--- src/rtl/param_updown_counter.sv ---
// Synchronous parametrised up/down counter with modulus, parallel load,
// synchronous clear, wrap/saturate bounds, terminal-count pulse and sticky flags.
module param_updown_counter #(
   parameter int WIDTH    = 4,
   parameter int MAX_VAL  = (1 << WIDTH) - 1,
   parameter bit SATURATE = 1'b0
) (
   input  logic             clk,
   input  logic             rst,
   input  logic             sclr,
   input  logic             load,
   input  logic [WIDTH-1:0] load_val,
   input  logic             en,
   input  logic             up_down,
   input  logic             clr_flags,
   output logic [WIDTH-1:0] q,
   output logic             tc,
   output logic             ovf,
   output logic             unf
);

   // One extra bit so the bound compare and the +1 step never overflow.
   localparam logic [WIDTH:0] MAX_EXT = (WIDTH+1)'(MAX_VAL);
   localparam logic [WIDTH:0] ONE_EXT = (WIDTH+1)'(1);

   logic [WIDTH:0]   q_ext;
   logic [WIDTH:0]   load_ext;
   logic [WIDTH:0]   step_ext;
   logic             at_max;
   logic             at_min;
   logic [WIDTH-1:0] q_next;
   logic             tc_next;
   logic             ovf_next;
   logic             unf_next;

   assign q_ext    = {1'b0, q};
   assign load_ext = {1'b0, load_val};
   assign at_max   = (q_ext >= MAX_EXT);
   assign at_min   = (q_ext == '0);

   always_comb begin
      step_ext = q_ext;
      tc_next  = 1'b0;
      // clr_flags drops the sticky flags unless an event on this edge sets them again
      ovf_next = ovf & ~clr_flags;
      unf_next = unf & ~clr_flags;
      if (sclr) begin
         step_ext = '0;
         ovf_next = 1'b0;
         unf_next = 1'b0;
      end else if (load) begin
         step_ext = (load_ext > MAX_EXT) ? MAX_EXT : load_ext;
      end else if (en) begin
         if (up_down) begin
            if (at_max) begin
               tc_next  = 1'b1;
               ovf_next = 1'b1;
               step_ext = SATURATE ? q_ext : '0;
            end else begin
               step_ext = q_ext + ONE_EXT;
            end
         end else begin
            if (at_min) begin
               tc_next  = 1'b1;
               unf_next = 1'b1;
               step_ext = SATURATE ? q_ext : MAX_EXT;
            end else begin
               step_ext = q_ext - ONE_EXT;
            end
         end
      end
      q_next = step_ext[WIDTH-1:0];
   end

   always_ff @(posedge clk or posedge rst) begin
      if (rst) begin
         q   <= '0;
         tc  <= 1'b0;
         ovf <= 1'b0;
         unf <= 1'b0;
      end else begin
         q   <= q_next;
         tc  <= tc_next;
         ovf <= ovf_next;
         unf <= unf_next;
      end
   end

endmodule
--- config.mk ---
export PLATFORM = sky130hd
export DESIGN_NAME = param_updown_counter
export DESIGN_NICKNAME = d
export VERILOG_FILES = /design/src/rtl/param_updown_counter.sv
export SDC_FILE = /design/constraint.sdc
export NUM_CORES = 1
export LEC_CHECK = 0
export BUFFER_PORTS_ARGS = -buffer_cell sky130_fd_sc_hd__buf_2
export CAP_MARGIN = 20
export CORE_AREA = 5 5 42 44
export CTS_CLUSTER_SIZE = 16
export DETAILED_ROUTE_END_ITERATION = 12
export DIE_AREA = 0 0 47 49
export PLACE_DENSITY = 0.67
export REMOVE_ABC_BUFFERS = 1
export SETUP_SLACK_MARGIN = 0.15
export SLEW_MARGIN = 20
export SYNTH_ARGS = -nofsm -noshare
export SYNTH_HDL_FRONTEND = slang
export SYNTH_SLANG_ARGS = --single-unit
--- constraint.sdc ---
create_clock -name clk -period 1.5 [get_ports clk]
set_input_delay 0 -clock clk [delete_from_list [all_inputs] [get_ports clk]]
set_output_delay 0 -clock clk [all_outputs]
set_load 0.01 [all_outputs]
==> results_dict.tcl <==
set metrics [dict create \
    status "completed" \
    numCtsBuffers 3 \
    cts-root-buf "clkbuf_4" \
    drcViolationCount 0 \
    met2_usage_pct 16.1 \
    seqCellArea_um2 176 \
    syn_area_per_cell_um2 8.43 \
    power.total_mw 0.534 \
    layout-drive-gt1-share_pct 38.6 \
    synth.area.mux_share_pct 4.43 \
    hold_viol_final 0 \
    finalSetupTns_ps 0 \
    ant_nets 0 \
    rows 14 \
    synthTopCellsByCount "dfrtp_1, nor2_1, a21oi_1" \
    cp.arrival_ps 1550 \
    grt_pass1_vias 456 \
    pwr-share-comb_pct 27.7 \
    powerDensity_mw_per_mm2 779 \
    top_level_ports 18 \
    clock_sinks 7 \
    min_from "load_val[0]" \
    synth_ff_type "dfrtp_1" \
    fill_cells 147 \
    p_int_mw 0.377 \
    critPathLaunchType "register" \
    placed_area_um2 596 \
    gp_congestion 0.748 \
    yosys_register_bits 7 \
    synth_top_family_by_area "compound AO/OA/AOI/OAI gates" \
    synth-warning-count 0 \
    die_y_um 49 \
    layout.nets 98 \
    grt_use_total_pct 10.9 \
    seqPwrFrac_pct 39.1 \
    post-place-ws_ps 93.7 \
    via_per_inst 4.91 \
    routedWlPerCell_um 11.8 \
    grt_use_met1_pct 14.9 \
    design_area_um2 686 \
    switchingPower_mw 0.157 \
    rsz0062_at_grt "yes" \
    dpl.hpwl_um 879 \
    synth_compound_area_share_pct 21.9 \
    p_leak_nw 0.337 \
    coreArea_mm2 0.00140 \
    clkLatencyLatePin_ps 250 \
    synth_top_area_cell "dfrtp_1" \
    grt_overflow 0 \
    fin_crit_sh_pct 91.6 \
    stdcell_count 99 \
    vias 486 \
    multi_input_area_um2 292 \
    drv_cap 0 \
    drt_pass1_iterations 4 \
    synth-edff-count 0 \
    antenna_found_initial 0 \
    clkPwrFrac_pct 33.2 \
    max-clock-path-buffers 2 \
    holdWs_ps 20.4 \
    p_sw_share_pct 29.3 \
    r2r_end "q[2]$_DFFE_PP0P_" \
    place_inst 90 \
    die_area_mm2 0.00230 \
    rr_worst_depth 6 \
    min_period_ps 1370 \
    area_growth_pct 42.7 \
    cts_tree "yes" \
    min_path_type "in -> reg" \
    use_met3_pct 3.69 \
    required_ps 1680 \
    timing.slew.headroom_pct 79.9 \
    htreeDepth 1 \
    drv_slew 0 \
    cp-end-kind "register" \
    drt_wl_total_um 1170 \
    die_w_um 47 \
    antenna-diode-count 0 \
    min_path_cells 3 \
    drt-initial-drc-count 7 \
    r2r_start "q[1]$_DFFE_PP0P_" \
    synth_fa_ha_area_share_pct 7.81 \
    finish.utilization_pct 48.9 \
    yosys.area_share.simple_pct 19.3 \
    fmax_ghz 0.728 \
    grt_max_degree 10 \
    io_buffer_count 17 \
    hold-path-endpoint "q[0]$_DFFE_PP0P_" \
    grt.busiest_layer "met2" \
    setup_slack_ps 127 \
    grt_pass1_wl_um 1870 \
    setup_viol 0 \
    fin_worst_skew_ps 1.44 \
    cp_max_fo 4 \
    synth_cell_types 26 \
    synth.area.top_cells "dfrtp_1, ha_1, nor2_1" \
    synth_area_um2 480 \
    clk_transition_reported_paths_ps 60 \
    synthCells 57 \
    synth_top_area_share_pct 36.5 \
    ir_drop_mv 0.491 \
    worst-slew-pin-transition_ps 302 \
    yosysSeqAreaShare_pct 36.5 \
    reg2reg_slack_ps 130 \
    ys_async_sr_fraction_pct 100 \
    initial_utilization_pct 34.3 \
    crit_type "reg -> reg" \
    synthXorXnorAreaFrac_pct 3.65 \
]
==> how the worst max path moves through the flow <==
| stage | startpoint | end | slack (ps) | cells after the start |
|---|---|---|---|---|
| global placement | q[1]$_DFFE_PP0P_ | q[2]$_DFFE_PP0P_ | 90 | 6 |
| CTS | q[1]$_DFFE_PP0P_ | q[2]$_DFFE_PP0P_ | 120 | 6 |
| global route | q[1]$_DFFE_PP0P_ | q[2]$_DFFE_PP0P_ | 60 | 6 |
| finish | q[1]$_DFFE_PP0P_ | q[2]$_DFFE_PP0P_ | 130 | 6 |
| floorplan | q[0]$_DFFE_PP0P_ | q[2]$_DFFE_PP0P_ | 2 | 6 |
| detailed placement | q[1]$_DFFE_PP0P_ | q[2]$_DFFE_PP0P_ | 90 | 6 |
==> cell type report <==
type                            instances  share of cell area [%]
Clock buffer                            4                    3.83
Multi-Input combinational cell         42                    42.5
Tap cell                               16                    2.92
Inverter                                5                    2.74
Timing Repair Buffer                   25                    22.3
Sequential cell                         7                    25.7
==> routing by layer <==
layer	routed length, µm	up-vias
met2	554	18
met5	0	-
li1	-	247
met1	521	221
met4	0	0
met3	97	0
==> sequential cells by signal (all words and copies together), names as in the netlist <==
| name | count |
|---|---|
| ovf | 1 |
| tc | 1 |
| unf | 1 |
| q | 4 |
==> cells by family after synthesis <==
group                    after synthesis
AND/OR/NAND/NOR                       19
flip-flops                             7
XOR/XNOR                               2
AO/OA/AOI/OAI                         16
multiplexers                           2
buffers and inverters                  8
adder cells (fa/ha/maj)                3
==> timing repair <==
action | CTS | global route
hold buffers | 3 | 0
cloned | 0 | 0
gates resized for setup | 2 | 6
setup endpoints to repair | 2 | 3
hold endpoints to repair | 9 | 0
setup buffers | 1 | 1
pin swaps | 3 | 5
==> power by group through the flow <==
| stage | clock network (mW) | registers, mW | logic [mW] |
|---|---|---|---|
| after floorplan | 0 | 0.219 | 0.0660 |
| after global placement | 0 | 0.212 | 0.125 |
| after detailed placement | 0 | 0.212 | 0.128 |
| after CTS | 0.183 | 0.208 | 0.139 |
| after global routing | 0.197 | 0.211 | 0.165 |
| final | 0.177 | 0.209 | 0.148 |
==> cells in the final DEF, fill, tap and decap left out, types with 2 or more instances in the layout <==
cell           count
buf_2             17
nor2_1             7
dfrtp_1            6
a21oi_1            5
buf_4              5
nand2_1            3
o21ai_1            3
inv_1              3
clkbuf_4           3
dlygate4sd3_1      3
xnor2_1            2
inv_2              2
nand2b_1           2
nor2b_1            2
nor3_1             2
==> worst max-delay path, stage by stage (launching register included) <==
cell	delay (ps)
dfrtp_1	400
inv_2	70
ha_1	190
mux2_2	260
a31oi_1	160
o21ai_1	80
a21oi_1	120
Note: power is estimated with default switching activity, not from simulation.
